File: src/rtl/ubamr_pkg.sv
// ubamr_pkg: shared definitions for the UBA maintenance-register bank.
//   CR_BIT      - bus bit index of the change-register bit (bit 35, the LSB
//                 of a [0:35] backplane word)
//   HOLD_CNT_W  - width of the per-channel hold counter
//   chan_state_t- per-channel hold state (IDLE, HOLD)
//   field_base  - LSB position of channel n inside the packed field vector
//   field_top   - bus index of the field's most significant bit
package ubamr_pkg;

  localparam int unsigned CR_BIT     = 35;
  localparam int unsigned HOLD_CNT_W = 8;

  typedef enum logic {
    IDLE = 1'b0,
    HOLD = 1'b1
  } chan_state_t;

  function automatic int unsigned field_base(input int unsigned ch,
                                             input int unsigned width);
    return ch * width;
  endfunction

  function automatic int unsigned field_top(input int unsigned width);
    return CR_BIT + 1 - width;
  endfunction

endpackage

File: src/rtl/ubamr_chan.sv
// ubamr_chan: one maintenance channel -- field register, CR hold counter
// and hold state.
//   clk, rst - clock, synchronous active-high reset
//   wr       - write strobe already decoded for this channel
//   wdata    - field value to load; wdata[0] is the CR bit
//   field    - stored field
//   strobe   - change-register strobe, high for CRHOLD cycles after a CR write
module ubamr_chan
  import ubamr_pkg::*;
#(
  parameter int MAINTW = 4,
  parameter int CRHOLD = 8
) (
  input  logic              clk,
  input  logic              rst,
  input  logic              wr,
  input  logic [MAINTW-1:0] wdata,
  output logic [MAINTW-1:0] field,
  output logic              strobe
);

  localparam logic [HOLD_CNT_W-1:0] HOLD_LOAD = HOLD_CNT_W'(CRHOLD);

  chan_state_t           state;
  logic [HOLD_CNT_W-1:0] count;

  // A write takes priority over the terminal-count self-clear, so a CR=1
  // write on the last hold cycle restarts without a gap.
  always_ff @(posedge clk) begin
    if (rst) begin
      field  <= '0;
      count  <= '0;
      state  <= IDLE;
      strobe <= 1'b0;
    end else if (wr) begin
      field <= wdata;
      if (wdata[0]) begin
        state  <= HOLD;
        count  <= HOLD_LOAD;
        strobe <= 1'b1;
      end else begin
        state  <= IDLE;
        count  <= '0;
        strobe <= 1'b0;
      end
    end else if (state == HOLD) begin
      if (count == HOLD_CNT_W'(1)) begin
        state    <= IDLE;
        count    <= '0;
        strobe   <= 1'b0;
        field[0] <= 1'b0;
      end else begin
        count <= count - HOLD_CNT_W'(1);
      end
    end
  end

endmodule

File: src/rtl/ubamr_bank.sv
// ubamr_bank: bank of NUMCH maintenance channels on a 36-bit [0:35] bus.
//   clk, rst    - clock, synchronous active-high reset
//   busDATAI    - bus data in; field taken from [36-MAINTW:35], CR = bit 35
//   maintWRITE  - write strobe (wins over a simultaneous read)
//   maintREAD   - read strobe
//   chSEL       - channel select; values >= NUMCH are ignored but acknowledged
//   maintDATAO  - registered read data, CR always reads 0
//   maintACK    - one-cycle acknowledge after any access
//   regUBAMR    - all stored fields, channel n at [n*MAINTW +: MAINTW]
//   crSTROBE    - per-channel change-register strobes
//   crBUSY      - OR of crSTROBE
module ubamr_bank
  import ubamr_pkg::*;
#(
  parameter  int NUMCH  = 4,
  parameter  int MAINTW = 4,
  parameter  int CRHOLD = 8,
  localparam int CHW    = (NUMCH > 1) ? $clog2(NUMCH) : 1
) (
  input  logic                    clk,
  input  logic                    rst,
  input  logic [0:35]             busDATAI,
  input  logic                    maintWRITE,
  input  logic                    maintREAD,
  input  logic [CHW-1:0]          chSEL,
  output logic [0:35]             maintDATAO,
  output logic                    maintACK,
  output logic [NUMCH*MAINTW-1:0] regUBAMR,
  output logic [NUMCH-1:0]        crSTROBE,
  output logic                    crBUSY
);

  localparam int unsigned   FLD_HI  = field_top(MAINTW);
  localparam logic [CHW:0]  NUMCH_V = (CHW+1)'(NUMCH);

  logic              sel_ok;
  logic [MAINTW-1:0] wr_field;
  logic [MAINTW-1:0] rd_field;
  logic [0:35]       rd_word;
  logic [MAINTW-1:0] chan_field [NUMCH];
  logic              unused_bus;

  assign sel_ok     = {1'b0, chSEL} < NUMCH_V;
  assign wr_field   = busDATAI[FLD_HI:CR_BIT];
  assign unused_bus = ^busDATAI[0:FLD_HI-1];
  assign crBUSY     = |crSTROBE;

  for (genvar i = 0; i < NUMCH; i++) begin : g_chan
    ubamr_chan #(
      .MAINTW (MAINTW),
      .CRHOLD (CRHOLD)
    ) u_chan (
      .clk    (clk),
      .rst    (rst),
      .wr     (maintWRITE && sel_ok && (chSEL == CHW'(i))),
      .wdata  (wr_field),
      .field  (chan_field[i]),
      .strobe (crSTROBE[i])
    );
    assign regUBAMR[field_base(i, MAINTW) +: MAINTW] = chan_field[i];
  end

  // CR sits in the field LSB and is masked on readback.
  always_comb begin
    rd_field = '0;
    for (int unsigned k = 0; k < NUMCH; k++) begin
      if (sel_ok && (chSEL == CHW'(k))) rd_field = chan_field[k];
    end
    rd_field[0]            = 1'b0;
    rd_word                = '0;
    rd_word[FLD_HI:CR_BIT] = rd_field;
  end

  always_ff @(posedge clk) begin
    if (rst) begin
      maintACK   <= 1'b0;
      maintDATAO <= '0;
    end else begin
      maintACK <= maintWRITE | maintREAD;
      if (maintREAD && !maintWRITE) maintDATAO <= rd_word;
    end
  end

endmodule

File: config.mk
export PLATFORM = sky130hd
export DESIGN_NAME = ubamr_bank
export DESIGN_NICKNAME = d
export VERILOG_FILES = /design/src/rtl/ubamr_pkg.sv /design/src/rtl/ubamr_chan.sv /design/src/rtl/ubamr_bank.sv
export SDC_FILE = /design/constraint.sdc
export NUM_CORES = 1
export LEC_CHECK = 0
export CAP_MARGIN = 10
export CELL_PAD_IN_SITES_DETAIL_PLACEMENT = 1
export CELL_PAD_IN_SITES_GLOBAL_PLACEMENT = 2
export CORE_UTILIZATION = 27
export CTS_BUF_LIST = sky130_fd_sc_hd__clkbuf_2
export CTS_CLUSTER_SIZE = 25
export DETAILED_ROUTE_END_ITERATION = 16
export GPL_ROUTABILITY_DRIVEN = 0
export PLACE_DENSITY = 0.92
export REMOVE_ABC_BUFFERS = 1
export SETUP_SLACK_MARGIN = 0.02
export SKIP_CTS_REPAIR_TIMING = 1
export SLEW_MARGIN = 25
export SYNTH_ARGS = -nofsm -noshare
export SYNTH_HDL_FRONTEND = slang
export SYNTH_HIERARCHICAL = 1
export SYNTH_SLANG_ARGS = --single-unit
File: constraint.sdc
create_clock -name clk -period 1.9 [get_ports clk]
set_input_delay 0.19 -clock clk [delete_from_list [all_inputs] [get_ports clk]]
set_output_delay 0.19 -clock clk [all_outputs]
set_load 0.005 [all_outputs]
# Word level (Yosys, flattened, before mapping)
# Cells that the tools add are included.
[word_totals]
register_bits = 60
output_inout_bits = 58
wordCells = 100
[op_classes]
addsub = 4
n_eq_ne = 7
n_mux = 46
bitwise = 1
reduce_logical = 20
[op_table]
columns = ["op", "n"]
rows = [
  ["8-bit 2-to-1 mux", 12],
  ["8-bit by 1-bit == test with 1-bit output, second input constant", 4],
  ["8-bit by 1-bit subtractor with 8-bit output, second input constant", 4],
  ["1-bit 2-to-1 mux", 29],
  ["4-bit 2-to-1 mux", 5],
  ["2-bit nonzero test", 8],
  ["2-bit AND reduction", 4],
  ["1-bit logical AND", 5],
  ["2-bit == test, second input constant", 2],
  ["4-bit OR reduction", 1],
  ["2-bit by 1-bit == test with 1-bit output, second input constant", 1],
  ["2-bit logical NOT", 1],
  ["1-bit logical NOT", 1],
  ["1-bit bitwise OR", 1],
]

# Logic depth before layout (Yosys ltp)
# Gate-level depths: netlist of run 1.
[logic_depth]
depth_word = 5
depth_mapped = 7

# By module
# The synthesis of run 1 kept the hierarchy.
[by_module_without_submodules]
columns = ["mod", "instances", "cells_per_inst", "area_per_inst_um2"]
rows = [
  ["ubamr_chan", 4, 73, 638.1],
  ["ubamr_bank", 1, 57, 505.5],
]

# Worst setup path after synthesis of run 1
# OpenSTA, ideal clock, no wires.
[synth_timing]
path_type = "input port to flip-flop"
startpoint = "input port chSEL[0]"
endpoint = "register g_chan[1].u_chan.count[7]"
setup_time_ns = 0.072
arrival_ns = 1.547
required_ns = 1.828
slack_ns = 0.282
path_stages = 7
path_buffers = 3
cell_sequence = "buf_6 > and3b_2 > clkbuf_1 > or2_2 > clkbuf_1 > or3_1 > mux2i_1"
[synth_between]
elab_chain_cells = 3
[synth_lines]
columns = ["element", "line", "source"]
rows = [
  ["start: declaration", "ubamr_bank.sv:25", "input logic [CHW-1:0] chSEL,"],
  ["2-bit by 1-bit == test with 1-bit output *", "ubamr_bank.sv:55", ".wr (maintWRITE && sel_ok && (chSEL == CHW'(i))),"],
  ["1-bit logical AND *", "ubamr_bank.sv:55", ""],
  ["8-bit 2-to-1 mux or 2-bit nonzero test (tied branches)", "--", ""],
  ["end signal: assignment", "ubamr_chan.sv:53", "count <= count - HOLD_CNT_W'(1);"],
  ["end: declaration", "ubamr_chan.sv:25", "logic [HOLD_CNT_W-1:0] count;"],
]
# Every way passes the cells marked *; elsewhere a longest branch is shown, timed or not.
# A chain may end at the register's enable or synchronous reset.

# Worst setup path after layout of run 1
[layout_timing]
startpoint = "register g_chan[1].u_chan.count[4]"
endpoint = "register g_chan[1].u_chan.count[6]"
[layout_between]
elab_chain_cells = 4
[layout_lines]
columns = ["element", "line", "source"]
rows = [
  ["8-bit by 1-bit subtractor with 8-bit output or 8-bit by 1-bit == test with 1-bit output (tied branches)", "ubamr_chan.sv:53, ubamr_chan.sv:47", ""],
  ["8-bit 2-to-1 mux *", "ubamr_chan.sv:47", "if (count == HOLD_CNT_W'(1)) begin"],
  ["8-bit 2-to-1 mux *", "ubamr_chan.sv:46", "end else if (state == HOLD) begin"],
  ["8-bit 2-to-1 mux *", "ubamr_chan.sv:35", "end else if (wr) begin"],
]
# Every way passes the cells marked *; elsewhere a longest branch is shown, timed or not. The select of a mux whose other input is x is not followed.

==> impl_metrics.ini, run 1 <==
[run_status]
run_status = finished, final reports clean

[routing]
dr.first_iter.drc_count = 42
detail_route.drc_violations = 0
detailedRoute.firstPassIterationCount = 4
ant_nets = 0
vias_per_cell = 4.90
routed_wire_length_um = 7330
routedWlPerCell_um = 14.1
via_count = 2549

[floorplan]
die-width_um = 108
placement_rows = 38
floorplan.die.height_um = 108
initial_utilization_pct = 28.0
fp.coreArea_um2 = 10900
die_area_um2 = 11800
boundaryPins = 100

[yosys]
synth_edf_count = 0
mappedNetlistArea_um2 = 3060
dominant_cells_by_area_after_synthesis = sky130_fd_sc_hd__dfxtp_1 37%, sky130_fd_sc_hd__buf_4 9.1%, sky130_fd_sc_hd__mux2i_1 7.5%, sky130_fd_sc_hd__nor2_1 4.7%, sky130_fd_sc_hd__ha_1 3.3%
ys_seq_area_share_pct = 36.7
postSynth.asyncResetShare_pct = 0
synthesis.instances = 349
yosysUniqueCellTypes = 35
ys_ff_latch = 56
mean_syn_cell_area_um2 = 8.76
synthFlopType = sky130_fd_sc_hd__dfxtp_1
synth_top_cell_area_share_pct = 36.7
total_of_warnings_raised_by_yosys = 6
synth.largest_area_cell = sky130_fd_sc_hd__dfxtp_1

[cts]
tritoncts.num_buffers = 5
cts-root-to-sink-buffers = 2
clkLatencyLatePin_ns = 0.43
h-tree-depth = 2
cts_root_buffer = sky130_fd_sc_hd__clkbuf_2
clock_sinks = 56
cts_tree = built
path_clk_slew_ns = 0.27

[cells_and_area]
num-fill-cells = 1317
final_common_cell = sky130_fd_sc_hd__dfxtp_1
drive_gt1_share_pct = 11.8
sequential_cell_area_um2 = 1130
flow.area_growth_from_synthesis_pct = 14.6
post-route-cell-area_um2 = 3500
multi_input_comb_area_um2 = 1640
nets = 430
n_antenna_cell = 0
mostFrequentLayoutCells = 51 x sky130_fd_sc_hd__dfxtp_1, 38 x sky130_fd_sc_hd__nor2_1, 33 x sky130_fd_sc_hd__conb_1, 33 x sky130_fd_sc_hd__clkdlybuf4s50_1, 23 x sky130_fd_sc_hd__mux2i_1

[min_path]
min-delay-path-class = input port to flop

[sta]
totalNegativeSetupSlack_ns = 0
timing.final.max_slew_violations = 0
hold_viol_final = 0
grt_setup_unrepaired = no
post-route-min-period_ns = 1.75
final_clock_period_utilization_by_the_worst_path_pct = 92.3
setup_viol = 0
fmaxAchievable_ghz = 0.570
clock_skew_ns = 0.0119

[global_route]
via_count_of_the_first_global_routing_pass = 2568
grt_start_max_net_pins = 30
grtUsageTotal_pct = 13.3
grt.overflow.total = 0
antenna_found_initial = 0
global_route_wire_length_before_repair_um = 12600

[place]
detailed_place.area_um2 = 3450
hpwl_after_detailed_placement_um = 5620
port-buffer-count = 34

[power]
pwr-share-clk_pct = 21.5
power_frac_comb_pct = 16.9
leakage_nw = 1.31
post-layout-total-power_mw = 2.07
internal_power_mw = 1.47
switching_power_uw = 600
seq_power_share_pct = 61.6
max-vdd-ir-drop_mv = 0.253
power_dens_cells_nw_per_um2 = 591
sw_frac_of_total_pct = 29.0

[setup_path]
cp.arrival_ns = 2.15
critical_path_peak_fanout = 7
end_kind = flop
timing.critical_path.buf_inv = 0
path_cells = or4_1 -> or4_1 -> a21oi_1
cp_top_family = simple AND/OR/NAND/NOR gates
start_kind = flop
cp_slowest_cell = sky130_fd_sc_hd__or4_1
critical_path_required_ns = 2.30
timing.critical_path.mode_cell = sky130_fd_sc_hd__or4_1
slowest_delay_ns = 0.66
setup.worst_path.class = flop to flop

[run]
timing.max_cap.violations = 0
==> area by class of cell <==
class / count / area share (%)
Tap cell: 140 / 5.00
Clock buffer: 5 / 0.714
Timing Repair Buffer: 50 / 13.6
Sequential cell: 56 / 32.2
Clock inverter: 2 / 0.357
Multi-Input combinational cell: 255 / 46.9
Inverter: 12 / 1.29
==> path summary, 6_finish.rpt <==
path                        startpoint                   endpoint  slack (ns)  cells after the start
min                          maintREAD                   maintACK        0.31                      3
max          g_chan[1].u_chan/count[4]  g_chan[1].u_chan/count[6]        0.15                      3
max reg2reg  g_chan[1].u_chan/count[4]  g_chan[1].u_chan/count[6]        0.15                      3
min reg2reg  g_chan[1].u_chan/count[7]  g_chan[1].u_chan/count[7]        0.51                      2
==> metrics by stage <==
stage	std cells	setup WS [ns]	utilization, %	hold WS, ns
after detailed placement	512	0.00636	31.5	0.486
final	520	0.146	32.0	0.307
after floorplan	323	0.320	-	0.259
after CTS	519	-0.175	31.9	0.271
after global routing	520	0.0282	32.0	0.261
after global placement	512	0.0655	31.5	0.465
==> worst register-to-register path, delay by kind of cell (launching register included) <==
family             cells  cell delay (ns)
and+or+nand+nor        2             1.18
AOI/OAI and AO/OA      1             0.15
DFF                    1             0.40
==> cells in the mapped netlist (5+ instances only) <==
cell / n
sky130_fd_sc_hd__or3_1: 8
sky130_fd_sc_hd__a211oi_1: 8
sky130_fd_sc_hd__o311ai_0: 8
sky130_fd_sc_hd__buf_4: 37
sky130_fd_sc_hd__clkbuf_1: 12
sky130_fd_sc_hd__nand2_1: 17
sky130_fd_sc_hd__nor2b_1: 13
sky130_fd_sc_hd__ha_1: 8
sky130_fd_sc_hd__nor2_1: 38
sky130_fd_sc_hd__or4_1: 9
sky130_fd_sc_hd__o21ai_0: 16
sky130_fd_sc_hd__dfxtp_1: 56
sky130_fd_sc_hd__a21oi_1: 12
sky130_fd_sc_hd__or2_2: 8
sky130_fd_sc_hd__mux2i_1: 23
sky130_fd_sc_hd__nor3b_1: 5
sky130_fd_sc_hd__inv_1: 12
==> logic make-up (layout without fill, tap and decap cells) <==
kind of cell             Yosys count  after routing  synth area share (%)
AO/OA/AOI/OAI                     64             64                  14.2
flip-flops                        56             56                  36.7
adder cells (fa/ha/maj)            8              8                  3.27
multiplexers                      26             26                  9.74
other                              1             33                 0.123
buffers and inverters             70             69                  13.5
XOR/XNOR                           4              4                  1.15
AND/OR/NAND/NOR                  120            120                  21.3
==> flip-flops by register name, summed over array words and instances, names as in the netlist <==
register / cells
g_chan.u_chan/state: 4
g_chan.u_chan/field: 16
maintACK: 1
maintDATAO: 3
g_chan.u_chan/count: 32
==> per-layer routing <==
layer	vias up	share of wire (%)	global-route usage (%)
met3	8	4.1	1.75
li1	1232	-	-
met2	72	49	23.4
met4	0	1.2	3.67
met5	-	0	0
met1	1237	46	17.0
==> power by group through the flow <==
stage          clock network [mW]  logic (mW)  registers [mW]
2_1_floorplan                   0       0.194            1.28
3_3_place_gp                    0       0.339            1.29
3_5_place_dp                    0       0.350            1.30
4_1_cts                     0.480       0.351            1.28
5_1_grt                     0.532       0.395            1.29
6_report                    0.445       0.350            1.27
(Power assumes the default switching activity.)
==> run 2, diff against run 1 <==
--- a/config.mk
+++ b/config.mk
@@ -8,11 +8,14 @@
 export CAP_MARGIN = 10
 export CELL_PAD_IN_SITES_DETAIL_PLACEMENT = 1
 export CELL_PAD_IN_SITES_GLOBAL_PLACEMENT = 2
+export CORE_ASPECT_RATIO = 1.2
+export CORE_MARGIN = 8
 export CORE_UTILIZATION = 27
 export CTS_BUF_LIST = sky130_fd_sc_hd__clkbuf_2
 export CTS_CLUSTER_SIZE = 25
 export DETAILED_ROUTE_END_ITERATION = 16
 export GPL_ROUTABILITY_DRIVEN = 0
+export GPL_TIMING_DRIVEN = 0
 export PLACE_DENSITY = 0.92
 export REMOVE_ABC_BUFFERS = 1
 export SETUP_SLACK_MARGIN = 0.02
==> impl_metrics.ini, run 2 (synthesized netlist as in run 1, its figures left out) <==
[run_status]
run_status = finished, final reports clean

[global_route]
grt.overflow.total = 0
global_route_wire_length_before_repair_um = 13100
antenna_found_initial = 0
grt_start_max_net_pins = 41
grtUsageTotal_pct = 10.3
via_count_of_the_first_global_routing_pass = 2608

[setup_path]
timing.critical_path.mode_cell = sky130_fd_sc_hd__or4_1
path_cells = or4_1 -> or4_1 -> a21oi_1
slowest_delay_ns = 0.66
cp_slowest_cell = sky130_fd_sc_hd__or4_1
critical_path_required_ns = 2.30
setup.worst_path.class = flop to flop
cp.arrival_ns = 2.17
critical_path_peak_fanout = 7
start_kind = flop
rr_worst_depth = 3
end_kind = flop

[cells_and_area]
top_register = g_chan.u_chan/count
mostFrequentLayoutCells = 52 x sky130_fd_sc_hd__dfxtp_1, 38 x sky130_fd_sc_hd__nor2_1, 33 x sky130_fd_sc_hd__conb_1
post-route-cell-area_um2 = 3380
largest_register_ffs = 32
flow.area_growth_from_synthesis_pct = 10.5
final_common_cell = sky130_fd_sc_hd__dfxtp_1
utilization_pct = 30.6
largest_registers = g_chan.u_chan/count (32), g_chan.u_chan/field (16), g_chan.u_chan/state (4)
drive_gt1_share_pct = 8.47
n_antenna_cell = 0
nets = 415

[floorplan]
fp.coreArea_um2 = 11000
floorplan.die.height_um = 133
placement_rows = 42
initial_utilization_pct = 27.7
die_area_um2 = 15000
die-width_um = 113
boundaryPins = 100

[routing]
vias_per_cell = 4.92
routed_wire_length_um = 7850
via_count = 2451
ant_nets = 0
dr.first_iter.drc_count = 111
detailedRoute.firstPassIterationCount = 4
detail_route.drc_violations = 0
routedWlPerCell_um = 15.8

[run]
timing.max_cap.violations = 0

[sta]
hold_viol_final = 0
setup_viol = 0
normalized_max_slew_margin_pct = 51.7
post-route-min-period_ns = 1.76
final_clock_period_utilization_by_the_worst_path_pct = 92.8
timing_worst_slew_pin_value_ns = 0.722
timing.final.max_slew_violations = 0
grt_setup_unrepaired = no
clock_skew_ns = 0.0195
fmaxAchievable_ghz = 0.567

[cts]
tritoncts.num_buffers = 5
h-tree-depth = 2
clkLatencyLatePin_ns = 0.44
cts_root_buffer = sky130_fd_sc_hd__clkbuf_2
path_clk_slew_ns = 0.29
cts-root-to-sink-buffers = 2
clock_sinks = 56
cts_tree = built

[power]
power_frac_comb_pct = 15.8
post-layout-total-power_mw = 2.07
switching_power_uw = 617
max-vdd-ir-drop_mv = 0.209
power_dens_cells_nw_per_um2 = 614
internal_power_mw = 1.46
sw_frac_of_total_pct = 29.7
pwr-share-clk_pct = 22.6
leakage_nw = 1.24
seq_power_share_pct = 61.5

[min_path]
min-delay-path-class = input port to flop
holdPathStages = 2

[place]
port-buffer-count = 34
hpwl_after_detailed_placement_um = 6120
detailed_place.area_um2 = 3310
-- run 2: worst paths after layout --
path	from	endpoint	slack, ns
max reg2reg	g_chan[0].u_chan/count[4]	g_chan[0].u_chan/count[6]	0.14
min	rst	g_chan[0].u_chan/field[2]	0.24
min reg2reg	g_chan[1].u_chan/count[7]	g_chan[1].u_chan/count[7]	0.50
max	g_chan[0].u_chan/count[4]	g_chan[0].u_chan/count[6]	0.14
-- run 2: per-layer routing --
| layer | wire (µm) | vias up | GRT usage, % |
|---|---|---|---|
| met3 | 328 | 4 | 2.28 |
| met2 | 3960 | 57 | 18.0 |
| met1 | 3510 | 1192 | 12.4 |
| met4 | 40 | 0 | 2.67 |
| li1 | - | 1198 | - |
| met5 | 0 | - | 0 |
-- run 2: power groups by stage --
stage	logic, mW	clock network (mW)	registers (mW)
final	0.329	0.470	1.28
after floorplan	0.194	0	1.28
after detailed placement	0.325	0	1.30
after CTS	0.326	0.502	1.28
after global placement	0.312	0	1.29
after global routing	0.369	0.553	1.29
-- run 2: worst max-delay path, delay by kind of cell (launching register included) --
kind / cells / cell delay, ns
AO/OA/AOI/OAI: 1 / 0.15
flip-flops: 1 / 0.40
AND/OR/NAND/NOR: 2 / 1.17
-- run 2: metrics by stage --
stage	cells	setup slack, ns	hold slack [ns]	setup TNS, ns
after floorplan	323	0.320	0.259	0
after global placement	489	-0.683	0.465	-18.16
after detailed placement	489	-0.355	0.476	-3.96
after CTS	497	-0.191	0.201	-0.191
after global routing	498	0.0232	0.219	0
final	498	0.136	0.240	0
-- run 2: area by class of cell --
| type | instances | area [µm²] |
|---|---|---|
| clock buffers | 5 | 25.0 |
| clock inverters | 3 | 17.5 |
| fillers | 1313 | 7660 |
| inverters | 12 | 45.0 |
| multi-input cells | 255 | 1650 |
| flip-flops and latches | 56 | 1130 |
| well taps | 132 | 165 |
| repair buffers | 35 | 345 |
